<file path="src/rtl/rr_shift_pkg.sv">
// rtl/rr_shift_pkg.sv - shared types and constants for the pipelined right shifter (honours RR_SHIFTER_SRA_EN)
package rr_shift_pkg;

  localparam int DATA_W    = 64;
  localparam int SHAMT_W   = 6;
  localparam int TAG_W_DEF = 4;

  typedef enum logic [1:0] {
    OP_ROR  = 2'b00,
    OP_SRL  = 2'b01,
    OP_SRA  = 2'b10,
    OP_RSVD = 2'b11
  } shift_op_e;

  // Payload held in each pipeline register; the sign bit only exists when SRA is built
  typedef struct packed {
    logic [DATA_W-1:0]    data;
    logic [SHAMT_W-1:0]   shamt;
    shift_op_e            op;
`ifdef RR_SHIFTER_SRA_EN
    logic                 sign;
`endif
    logic [TAG_W_DEF-1:0] tag;
  } stage_t;

endpackage

</file>
<file path="src/rtl/rr_shifter_pipe_if.sv">
// rtl/rr_shifter_pipe_if.sv - valid/ready handshake bundle for the pipelined right shifter
interface rr_shift_if #(
  parameter int DATA_W = 64,
  parameter int TAG_W  = 4
);
  logic              in_valid;
  logic              in_ready;
  logic [DATA_W-1:0] in_data;
  logic [5:0]        in_shamt;
  logic [1:0]        in_op;
  logic [TAG_W-1:0]  in_tag;
  logic              out_valid;
  logic              out_ready;
  logic [DATA_W-1:0] out_data;
  logic [TAG_W-1:0]  out_tag;

  modport slave (
    input  in_valid, in_data, in_shamt, in_op, in_tag, out_ready,
    output in_ready, out_valid, out_data, out_tag
  );

  modport master (
    output in_valid, in_data, in_shamt, in_op, in_tag, out_ready,
    input  in_ready, out_valid, out_data, out_tag
  );
endinterface

</file>
<file path="src/rtl/rr_shifter_pipe_stage_rr.sv">
// rtl/rr_shifter_pipe_stage_rr.sv - one combinational right-shift stage of width SHAMT (honours RR_SHIFTER_SRA_EN)
module stage_rr
  import rr_shift_pkg::*;
#(
  parameter int SHAMT = 1
) (
  input  logic [DATA_W-1:0] data_i,
  input  logic              en_i,
  input  shift_op_e         op_i,
  input  logic              sign_i,
  output logic [DATA_W-1:0] data_o
);

  logic [SHAMT-1:0] fill;

  // Select the bits entering at the top, then shift by SHAMT when enabled
  always_comb begin
    fill = '0;
    if (op_i == OP_ROR) begin
      fill = data_i[SHAMT-1:0];
    end
`ifdef RR_SHIFTER_SRA_EN
    else if (op_i == OP_SRA) begin
      fill = {SHAMT{sign_i}};
    end
`endif
    data_o = en_i ? {fill, data_i[DATA_W-1:SHAMT]} : data_i;
  end

`ifndef RR_SHIFTER_SRA_EN
  logic unused_sign;
  assign unused_sign = sign_i;
`endif

endmodule

</file>
<file path="src/rtl/rr_shifter_pipe.sv">
// rtl/rr_shifter_pipe.sv - three-register valid/ready pipelined 64-bit right shifter (honours RR_SHIFTER_SRA_EN)
module rr_shifter_pipe #(
  parameter int DATA_W = 64,
  parameter int TAG_W  = 4
) (
  input  logic       clk,
  input  logic       rst_n,
  rr_shift_if.slave  bus
);
  import rr_shift_pkg::*;

  logic   v1_q, v1_d, v2_q, v2_d, v3_q, v3_d;
  stage_t r1_q, r1_d, r2_q, r2_d, r3_q, r3_d;
  logic   rdy1, rdy2, rdy3;

  logic [DATA_W-1:0] st1_data, st2_data, st4_data, st8_data, st16_data, st32_data;
  logic              sign_in, sign_r1, sign_r2;
  shift_op_e         in_op_e;
  logic              unused_bits;

  assign in_op_e = shift_op_e'(bus.in_op);

  // The operand's original sign travels with the transaction so later stages never re-sample it
`ifdef RR_SHIFTER_SRA_EN
  assign sign_in = bus.in_data[DATA_W-1];
  assign sign_r1 = r1_q.sign;
  assign sign_r2 = r2_q.sign;
`else
  assign sign_in = 1'b0;
  assign sign_r1 = 1'b0;
  assign sign_r2 = 1'b0;
`endif

  stage_rr #(.SHAMT(1))  u_st1  (.data_i(bus.in_data), .en_i(bus.in_shamt[0]), .op_i(in_op_e), .sign_i(sign_in), .data_o(st1_data));
  stage_rr #(.SHAMT(2))  u_st2  (.data_i(st1_data),    .en_i(bus.in_shamt[1]), .op_i(in_op_e), .sign_i(sign_in), .data_o(st2_data));
  stage_rr #(.SHAMT(4))  u_st4  (.data_i(r1_q.data),   .en_i(r1_q.shamt[2]),   .op_i(r1_q.op), .sign_i(sign_r1), .data_o(st4_data));
  stage_rr #(.SHAMT(8))  u_st8  (.data_i(st4_data),    .en_i(r1_q.shamt[3]),   .op_i(r1_q.op), .sign_i(sign_r1), .data_o(st8_data));
  stage_rr #(.SHAMT(16)) u_st16 (.data_i(r2_q.data),   .en_i(r2_q.shamt[4]),   .op_i(r2_q.op), .sign_i(sign_r2), .data_o(st16_data));
  stage_rr #(.SHAMT(32)) u_st32 (.data_i(st16_data),   .en_i(r2_q.shamt[5]),   .op_i(r2_q.op), .sign_i(sign_r2), .data_o(st32_data));

  // Backward ready chain: a stage can load if it is empty or its successor can load
  always_comb begin
    rdy3 = !v3_q || bus.out_ready;
    rdy2 = !v2_q || rdy3;
    rdy1 = !v1_q || rdy2;
  end

  // Next-state for each register: load from predecessor when ready, otherwise hold
  always_comb begin
    v1_d = v1_q;
    v2_d = v2_q;
    v3_d = v3_q;
    r1_d = r1_q;
    r2_d = r2_q;
    r3_d = r3_q;
    if (rdy1) begin
      v1_d = bus.in_valid;
      if (bus.in_valid) begin
        r1_d.data  = st2_data;
        r1_d.shamt = bus.in_shamt;
        r1_d.op    = in_op_e;
`ifdef RR_SHIFTER_SRA_EN
        r1_d.sign  = bus.in_data[DATA_W-1];
`endif
        r1_d.tag   = bus.in_tag;
      end
    end
    if (rdy2) begin
      v2_d = v1_q;
      if (v1_q) begin
        r2_d      = r1_q;
        r2_d.data = st8_data;
      end
    end
    if (rdy3) begin
      v3_d = v2_q;
      if (v2_q) begin
        r3_d      = r2_q;
        r3_d.data = st32_data;
      end
    end
  end

  // Pipeline registers; reset clears every field so no stale result can surface
  always_ff @(posedge clk) begin
    if (!rst_n) begin
      v1_q <= 1'b0;
      v2_q <= 1'b0;
      v3_q <= 1'b0;
      r1_q <= '0;
      r2_q <= '0;
      r3_q <= '0;
    end else begin
      v1_q <= v1_d;
      v2_q <= v2_d;
      v3_q <= v3_d;
      r1_q <= r1_d;
      r2_q <= r2_d;
      r3_q <= r3_d;
    end
  end

  assign bus.in_ready  = rdy1;
  assign bus.out_valid = v3_q;
  assign bus.out_data  = r3_q.data;
  assign bus.out_tag   = r3_q.tag;

  // Shift-amount bits already consumed and fields that only matter upstream
  assign unused_bits = ^{r1_q.shamt[1:0], r2_q.shamt[3:0], r3_q.shamt, r3_q.op
`ifdef RR_SHIFTER_SRA_EN
                         , r3_q.sign
`endif
                        };

endmodule

</file>
<file path="src/flat_wrapper.sv">
// flat-port wrapper written by rule: the top's interface ports become plain ports
module rr_shifter_pipe_flat import rr_shift_pkg::*;
#(
  parameter int DATA_W = 64,
  parameter int TAG_W  = 4
)
  (clk, rst_n, bus_in_valid, bus_in_data, bus_in_shamt, bus_in_op, bus_in_tag, bus_out_ready, bus_in_ready, bus_out_valid, bus_out_data, bus_out_tag);
  rr_shift_if #(.DATA_W(DATA_W), .TAG_W(TAG_W)) bus_i ();
  input  logic clk;
  input  logic rst_n;
  input wire logic [$bits(bus_i.in_valid)-1:0] bus_in_valid;
  input wire logic [$bits(bus_i.in_data)-1:0] bus_in_data;
  input wire logic [$bits(bus_i.in_shamt)-1:0] bus_in_shamt;
  input wire logic [$bits(bus_i.in_op)-1:0] bus_in_op;
  input wire logic [$bits(bus_i.in_tag)-1:0] bus_in_tag;
  input wire logic [$bits(bus_i.out_ready)-1:0] bus_out_ready;
  output wire logic [$bits(bus_i.in_ready)-1:0] bus_in_ready;
  output wire logic [$bits(bus_i.out_valid)-1:0] bus_out_valid;
  output wire logic [$bits(bus_i.out_data)-1:0] bus_out_data;
  output wire logic [$bits(bus_i.out_tag)-1:0] bus_out_tag;
  assign bus_i.in_valid = bus_in_valid;
  assign bus_i.in_data = bus_in_data;
  assign bus_i.in_shamt = bus_in_shamt;
  assign bus_i.in_op = bus_in_op;
  assign bus_i.in_tag = bus_in_tag;
  assign bus_i.out_ready = bus_out_ready;
  assign bus_in_ready = bus_i.in_ready;
  assign bus_out_valid = bus_i.out_valid;
  assign bus_out_data = bus_i.out_data;
  assign bus_out_tag = bus_i.out_tag;
  rr_shifter_pipe #(.DATA_W(DATA_W), .TAG_W(TAG_W)) u_core (.clk(clk), .rst_n(rst_n), .bus(bus_i));
endmodule
</file>
<file path="config.mk">
export PLATFORM = sky130hd
export DESIGN_NAME = rr_shifter_pipe_flat
export DESIGN_NICKNAME = d
export VERILOG_FILES = /design/src/rtl/rr_shift_pkg.sv /design/src/rtl/rr_shifter_pipe_if.sv /design/src/rtl/rr_shifter_pipe_stage_rr.sv /design/src/rtl/rr_shifter_pipe.sv /design/src/flat_wrapper.sv
export SDC_FILE = /design/constraint.sdc
export NUM_CORES = 1
export LEC_CHECK = 0
export ABC_CLOCK_PERIOD_IN_PS = 3700
export CORE_MARGIN = 3
export CORE_UTILIZATION = 35
export DETAILED_ROUTE_END_ITERATION = 12
export DONT_BUFFER_PORTS = 1
export PLACE_DENSITY = 0.5
export SLEW_MARGIN = 15
export SYNTH_ARGS = -nofsm -noshare
export SYNTH_HDL_FRONTEND = slang
export SYNTH_SLANG_ARGS = --single-unit
</file>
<file path="constraint.sdc">
create_clock -name clk -period 3.7 [get_ports clk]
set_input_delay 0 -clock clk [delete_from_list [all_inputs] [get_ports clk]]
set_output_delay 0 -clock clk [all_outputs]
set_load 0.005 [all_outputs]
</file>
Word level (Yosys, flattened, before mapping)
Index checks and enable logic that the tools add are counted.
Widths: inputs -> output; s select.

cells by class
  muxes and demuxes = 12
  reductions and logical operators = 12

operator list
  cell              count
  $mux 64           6
  $mux 32           1
  $mux 16           1
  $mux 8            1
  $logic_not 2->1   3
  $reduce_and 2->1  3
  $mux 4            1
  $logic_not 1->1   3
  $logic_or 1x1->1  3
  $mux 2            1
  $mux 1            1

storage, ports and cells
  register bits after elaboration = 223
  output and inout port bits = 70
  input port bits = 80
  logic and storage cells = 37

Longest topological paths before layout
Gate-level depths: netlist of the first run.

  depth in word-level cells = 5
  depth in mapped cells = 7
  mapped depth without buffers = 4

Cells and area by module
From an unflattened synthesis of the first run, not the netlist that was laid out.

unflattened totals
  cells, all modules = 1521
  area total of the unflattened synthesis = 14332.5 um2

by module, submodules not included
  module                     area each (um2)  cells each  times used  sequential area each (um2)
  rr_shifter_pipe            8498.2           950         1           4344.2
  stage_rr at u_core.u_st32  1173.6           144         1           0.0
  stage_rr at u_core.u_st16  1126.1           108         1           0.0
  stage_rr at u_core.u_st8   1084.8           90          1           0.0
  stage_rr at u_core.u_st4   847.1            81          1           0.0
  stage_rr at u_core.u_st1   805.8            73          1           0.0
  stage_rr at u_core.u_st2   797.0            75          1           0.0

Worst setup path before layout of the first run
OpenSTA, ideal clock, no wires.

  path type = flip-flop to flip-flop
  start point = register u_core.r1_q[8] in the netlist's numbering
  end point = register u_core.r2_q[29] in the netlist's numbering
  clock period less this slack = 1516 ps
  setup slack = 2184 ps
  cell stages (with the launch flop) = 5
  arrival time = 1399 ps
  setup time = 117 ps
  required time = 3583 ps
  path buffers = 2
  cell sequence = dfxtp_1 -> buf_2 -> buf_2 -> mux4_2 -> o2bb2ai_1

on the way
  longest elaborated chain between the ends = 2

ends and longest elaborated chain
  what                    RTL line                        text
  from (decl)             rr_shifter_pipe.sv:13           stage_t r1_q, r1_d, r2_q, r2_d, r3_q, r3_d;
  from (signal assigned)  rr_shifter_pipe.sv:97           r1_q <= r1_d;
  $mux 64 (2 in series)   rr_shifter_pipe_stage_rr.sv:27  data_o = en_i ? {fill, data_i[DATA_W-1:SHAMT]} : data_i;
  to (signal assigned)    rr_shifter_pipe.sv:98           r2_q <= r2_d;
  to (decl)               rr_shifter_pipe.sv:13

Every way passes these cells.
A chain may end at the register's enable or synchronous reset.

Final worst setup path of the first run
  start point = register u_core.v1_q
  end point = register u_core.r1_q[42] in the netlist's numbering

on the way
  longest elaborated chain between the ends = 3

ends and longest elaborated chain
  what                               RTL line               text
  from (decl)                        rr_shifter_pipe.sv:12  logic v1_q, v1_d, v2_q, v2_d, v3_q, v3_d;
  from (signal assigned)             rr_shifter_pipe.sv:94  v1_q <= v1_d;
  $logic_not 1->1                    rr_shifter_pipe.sv:45  rdy1 = !v1_q || rdy2;
  $logic_or 1x1->1                   rr_shifter_pipe.sv:45
  via bus_in_ready                   flat_wrapper.sv:17     output wire logic [$bits(bus_i.in_ready)-1:0] bus_in_ready;
  $reduce_and 2->1 (no source line)  -

The timed path passes the listed nets, and every way through them passes these cells.

==> results of run 1 <==
-- state kept, by name (all words and copies together) (netlist names) --
register	flops
u_core.r1_q	74
u_core.bus.out_data	64
u_core.r2_q	72
u_core.v1_q	1
u_core.v2_q	1
u_core.bus.out_valid	1
u_core.bus.out_tag	4
-- worst min-delay path by stage --
stage	end	slack, ns	start	depth (start not counted)
finish	u_core.r2_q[10]	0.06	bus_out_ready	3
global route	u_core.r2_q[10]	0.09	bus_out_ready	3
detailed placement	u_core.r1_q[4]	0.16	bus_in_valid	2
floorplan	u_core.r1_q[0]	0.16	bus_in_tag[0]	2
global placement	u_core.r1_q[4]	0.15	bus_in_valid	2
CTS	u_core.r2_q[10]	0.04	bus_out_ready	3
-- cell usage in the layout, fill, tap and decap left out, types with 3 or more instances in the layout --
master,n
a211oi_1,14
a211oi_2,10
a21oi_1,82
a22oi_1,4
a311oi_1,21
a32o_1,55
a41o_1,16
and2_1,11
and4bb_2,17
buf_16,3
buf_4,17
clkbuf_1,5
clkbuf_16,27
clkbuf_8,8
clkinv_2,4
dfxtp_1,213
dfxtp_2,3
dlygate4sd3_1,169
inv_1,4
inv_2,3
mux2_2,52
mux2i_1,93
mux4_2,28
nand2_1,256
nand3_1,25
nor2_1,68
nor2b_1,24
nor3_1,21
nor4bb_1,4
o21ai_0,43
o22a_1,16
o2bb2ai_1,28
o32ai_1,50
-- per-stage QoR --
step | setup WS [ns] | instance area (µm²) | util [%] | hold slack, ns | std cells
6_report | 0.9878 | 14620 | 44.25 | 0.06277 | 1861
5_1_grt | 0.8564 | 14620 | 44.25 | 0.08530 | 1861
4_1_cts | 1.033 | 14610 | 44.23 | 0.04297 | 1861
3_5_place_dp | 1.413 | 11970 | 36.22 | 0.1585 | 1642
3_3_place_gp | 1.411 | 11970 | 36.22 | 0.1546 | 1642
2_1_floorplan | 2.184 | 11910 | - | 0.1637 | 1315
-- power breakdown --
| part | internal, W | switching (W) | total, W | leakage, nW |
|---|---|---|---|---|
| Sequential | 0.00246 | 0.000174 | 0.00263 | 1.77 |
| Clock | 0.00156 | 0.00104 | 0.00260 | 0.426 |
| Combinational | 0.000449 | 0.000446 | 0.000895 | 3.12 |
-- logic make-up (layout without fill, tap and decap cells) --
family / Yosys count / in the layout / synth area share, %
compound gates: 344 / 344 / 22.28
buf+inv: 142 / 246 / 6.009
flops: 217 / 217 / 36.47
mux: 173 / 173 / 18.03
simple gates: 439 / 439 / 17.21
-- layout make-up --
| class | instances | area, µm² | share of cell area, % |
|---|---|---|---|
| Clock buffer | 40 | 804.5 | 5.505 |
| Clock inverter | 7 | 65.06 | 0.4452 |
| Inverter | 8 | 30.03 | 0.2055 |
| Multi-Input combinational cell | 956 | 6869 | 47.00 |
| Sequential cell | 217 | 4352 | 29.77 |
| Tap cell | 442 | 553.0 | 3.784 |
| Timing Repair Buffer | 191 | 1942 | 13.29 |
-- worst max-delay path, cell delays in order (launching register included) --
cell,delay (ns)
dfxtp_1,0.30
buf_4,0.22
and4b_1,0.25
buf_4,0.21
inv_2,0.17
a21oi_4,0.17
buf_4,0.52
a32o_1,0.21
dlygate4sd3_1,0.55
-- per-layer routing --
layer / global-route usage (%) / wire, µm
met1: 31.69 / 19510
met2: 35.73 / 18850
met3: 3.824 / 2621
met4: 6.661 / 1396
met5: 0 / 0
==> impl_metrics.json, run 1 <==
{
  "status": "completed",
  "post_cts_buffers": 0,
  "required_ns": 4.17,
  "fmax_ghz": 0.3687,
  "vias": 10940,
  "synth_area_per_cell_um2": 9.057,
  "power_density_nw_per_um2": 418.9,
  "die_y_um": 190.5,
  "viasPerCell": 5.876,
  "drcViolationCount": 0,
  "setup_tns_ns": 0,
  "drv_slew": 0,
  "crit_path_start": "u_core.v1_q",
  "grt_max_degree": 116,
  "syn_to_final_growth_pct": 22.71,
  "wl_um": 42380,
  "synth_area_um2": 11910,
  "critPathCaptureType": "register",
  "hold_violations": 0,
  "cts.htree.levels": 1,
  "cellLeakagePower_nw": 5.322,
  "syn_inst": 1315,
  "synth_top_area_share_pct": 36.47,
  "synth_top_cell_by_area": "dfxtp_1",
  "yosys_register_bits": 217,
  "cap_violations": 0,
  "start_util_pct": 36.06,
  "synth_flop_cell": "dfxtp_1",
  "ant_nets": 0,
  "arrival_ns": 3.18,
  "dp_hpwl_um": 28270,
  "worst_pin_slew_ns": 1.199,
  "synth_fp_nets": 1395,
  "num_rows": 66,
  "hold_path.class": "in2reg",
  "drt_iter0_drc": 817,
  "first_pass_iters": 5,
  "fin_skew_ns": 0.02016,
  "post_drt_wl_per_cell_um": 22.77,
  "path_max_fanout": 55,
  "rsz0062_at_grt": "no",
  "reg2regPathDepth": 8,
  "cts_max_path_buffers": 3,
  "ff2ff_setup_slack_ns": 0.99,
  "clkTransAtPathRegs_ns": 0.06,
  "dieArea_um2": 36280,
  "slew_headroom_pct": 19.89,
  "vdd_drop_max_v": 0.0003323,
  "die_w_um": 190.5,
  "diodes": 0,
  "power_w": 0.006122,
  "ys_seq_area_share_pct": 36.47,
  "synthArstFlopShare_pct": 0,
  "final_nets": 1481,
  "r2r_start": "u_core.v1_q",
  "clock_latency_ns": 0.54,
  "antenna_found_initial": 1,
  "drive_gt1_share_pct": 13.32,
  "root_buffer": "clkbuf_16",
  "grt_pass1_wl_um": 64520,
  "worstReg2RegEnd": "u_core.r1_q[42]",
  "setup_viol_count_final": 0,
  "synth-edff-count": 0,
  "clock-sinks": 217,
  "fin_crit_sh_pct": 73.30,
  "numPortBuffers": 0,
  "n_fill_cell": 3285,
  "synth-warning-count": 0,
  "core_um2": 33030,
  "cts_tree": "built",
  "crit_type": "reg2reg",
  "cts_made_buffers": 27,
  "grt-ovfl-total": 0,
  "period_needed_ns": 2.712,
  "grt_pass1_vias": 10740,
  "cts_resized": 0,
  "cts_hold_buffers": 172,
  "startpoint_type": "register",
  "ys_top_cells_by_area": "dfxtp_1, nand2_1, mux2i_1, mux4_2, mux2_2",
  "grt_usage_pct": 22.58,
  "yosysMostFrequentCell": "nand2_1",
  "ys_types": 45,
  "crit_end": "u_core.r1_q[42]",
  "ios": 150,
  "synthTopCellsByCount": "nand2_1, dfxtp_1, mux2i_1",
  "gp_congestion": 0.8521
}
Note: power is estimated with default switching activity, not from simulation.
==> inputs of run 2 (changes only) <==
ABC_AREA = 1   (was default)
ABC_CLOCK_PERIOD_IN_PS = 2300   (was 3700)
PLACE_DENSITY = 0.52   (was 0.5)
clock period = 2.3 ns   (was 3.7 ns; I/O delays follow)
==> impl_metrics.json, run 2 <==
{
  "period_needed_ns": 2.185,
  "critPathCaptureType": "register",
  "hold_violations": 1,
  "place_area_um2": 12960,
  "drive_gt1_share_pct": 3.803,
  "layout_commonest_cell": "nand2_1",
  "slowest_delay_ns": 0.57,
  "violations": "negative hold slack",
  "cellLeakagePower_nw": 7.613,
  "ys_top_cells_by_area": "dfxtp_1, nand2_1, nor2_1, inv_1, o21ai_0",
  "viasPerCell": 4.696,
  "drcViolationCount": 0,
  "setup_viol_count_final": 0,
  "dieArea_um2": 38850,
  "first_pass_iters": 5,
  "rsz0062_at_grt": "no",
  "syn_to_final_growth_pct": 21.69,
  "post_cts_buffers": 0,
  "gp_congestion": 0.8772,
  "post_drt_wl_per_cell_um": 14.71,
  "synth_flop_cell": "dfxtp_1",
  "n_fill_cell": 3999,
  "dp_hpwl_um": 29910,
  "clock-sinks": 217,
  "synth_area_per_cell_um2": 5.567,
  "ant_nets": 0,
  "final_core_utilization_pct": 43.52,
  "vdd_drop_max_v": 0.0004348,
  "top_register": "u_core.r1_q",
  "arrival_ns": 2.62,
  "die_y_um": 197.1,
  "vias": 13400,
  "final_nets": 2454,
  "stdcell_area_um2": 15550,
  "status": "complete, but fails checks",
  "grt-ovfl-total": 0,
  "cts_made_buffers": 25,
  "yosys_register_bits": 217,
  "root_buffer": "clkbuf_16",
  "diodes": 0,
  "synth_top_area_share_pct": 33.99,
  "cp_top_family": "buffers and inverters",
  "fin_crit_sh_pct": 95.01,
  "hold_path.class": "in2reg",
  "grt_pass1_vias": 12410,
  "ys_types": 17,
  "power_density_nw_per_um2": 665.2,
  "ios": 150,
  "fin_skew_ns": 0.01174,
  "synthTopCellsByCount": "nand2_1, nor2_1, inv_1",
  "crit_type": "in2reg",
  "synth_top_cell_by_area": "dfxtp_1",
  "hold_ws_ns": -0.05665,
  "slew_headroom_pct": 55.42,
  "worst_pin_slew_ns": 0.6687,
  "start_util_pct": 35.76,
  "clkTransAtPathRegs_ns": 0.06,
  "crit_chain": "dlygate4sd3_1, nand2_1, nand2_1, dlygate4sd3_1, nand2_1, dlygate4sd3_1, nand2_1, dlygate4sd3_1, nor2_1, nor2_1",
  "path_max_fanout": 2,
  "startpoint_type": "input port",
  "synth_fp_nets": 2376,
  "die_w_um": 197.1,
  "ys_seq_area_share_pct": 33.99,
  "layout_common_cells": "nand2_1, nor2_1, inv_1, dfxtp_1, dlygate4sd3_1",
  "grt_usage_pct": 21.11,
  "power_w": 0.01035,
  "num_rows": 69,
  "synthArstFlopShare_pct": 0,
  "wl_um": 41990,
  "largest_reg_flops": 74,
  "grt_pass1_wl_um": 66130,
  "grt_max_degree": 128,
  "synth-edff-count": 0,
  "core_um2": 35740,
  "cts_max_path_buffers": 3,
  "cts.htree.levels": 1,
  "worst_slack_ns": 0.1149,
  "synth-warning-count": 0,
  "place_ws_ns": 0.5075,
  "cp_num_buf_inv": 4,
  "drv_slew": 0,
  "numPortBuffers": 0,
  "setup_tns_ns": 0,
  "antenna_found_initial": 0,
  "required_ns": 2.73,
  "synth_area_um2": 12780,
  "syn_inst": 2296,
  "clock_latency_ns": 0.54,
  "cap_violations": 0,
  "yosysMostFrequentCell": "nand2_1",
  "drt_iter0_drc": 843,
  "fmax_ghz": 0.4576,
  "slowest_stage": "dlygate4sd3_1",
  "cts_tree": "built"
}
==> run 2: path summary, 6_finish.rpt <==
check,from,endpoint,slack (ns),depth (start not counted)
max,bus_in_data[52],u_core.r1_q[61],0.11,10
min,bus_in_data[1],u_core.r1_q[12],-0.06,6
max reg2reg,u_core.bus.out_valid,u_core.r2_q[1],0.23,6
min reg2reg,u_core.r2_q[3],u_core.r2_q[3],0.49,2
==> run 2: cells by family (layout without fill, tap and decap cells) <==
kind of cell / count (synthesis) / count (layout) / share of synthesized area, %
AO/OA/AOI/OAI: 271 / 271 / 10.61
buffers and inverters: 387 / 484 / 12.60
flip-flops: 217 / 217 / 33.99
AND/OR/NAND/NOR: 1421 / 1421 / 42.80
==> run 2: report_power, final <==
| group | internal (W) | leakage [nW] | total, W | switching, W |
|---|---|---|---|---|
| clock network | 0.00253 | 0.428 | 0.00415 | 0.00163 |
| registers | 0.00401 | 1.79 | 0.00417 | 0.000163 |
| logic | 0.000751 | 5.40 | 0.00202 | 0.00127 |
| total | 0.00729 | 7.61 | 0.0103 | 0.00306 |
==> run 2: repair_timing <==
item / CTS / global route
hold endpoints to repair: 132 / 1
hold buffers: 171 / 2
gates resized for setup: 0 / 2
endpoints found under the setup margin: 0 / 4
==> run 2: cell type report <==
cell class                      count  area [µm²]  share of cell area (%)
Clock buffer                       36       726.9                   4.674
Clock inverter                     10       128.9                  0.8286
Inverter                          239       897.1                   5.768
Multi-Input combinational cell   1692        6834                   43.94
Sequential cell                   217        4347                   27.95
Tap cell                          461       576.8                   3.708
Timing Repair Buffer              199        2043                   13.14
==> run 2: tightest hold or removal path: cells and delay by family <==
| kind | cells | cell delay (ns) |
|---|---|---|
| AOI/OAI and AO/OA | 1 | 0.11 |
| buffers and inverters | 1 | 0.04 |
| and+or+nand+nor | 4 | 0.28 |
==> run 2: metal layers <==
layer | up-vias | wire, µm | GRT usage (%)
li1 | 7098 | - | -
met1 | 5968 | 20520 | 29.88
met2 | 295 | 18600 | 34.42
met3 | 42 | 2162 | 2.746
met4 | 0 | 707 | 4.857
met5 | - | 0 | 0
==> run 2: per-stage QoR <==
step,cells,hold WS (ns)
global placement,2638,0.1411
global route,2854,0.01126
finish,2854,-0.05665
floorplan,2296,0.1118
detailed placement,2638,0.1569
CTS,2855,0.01608
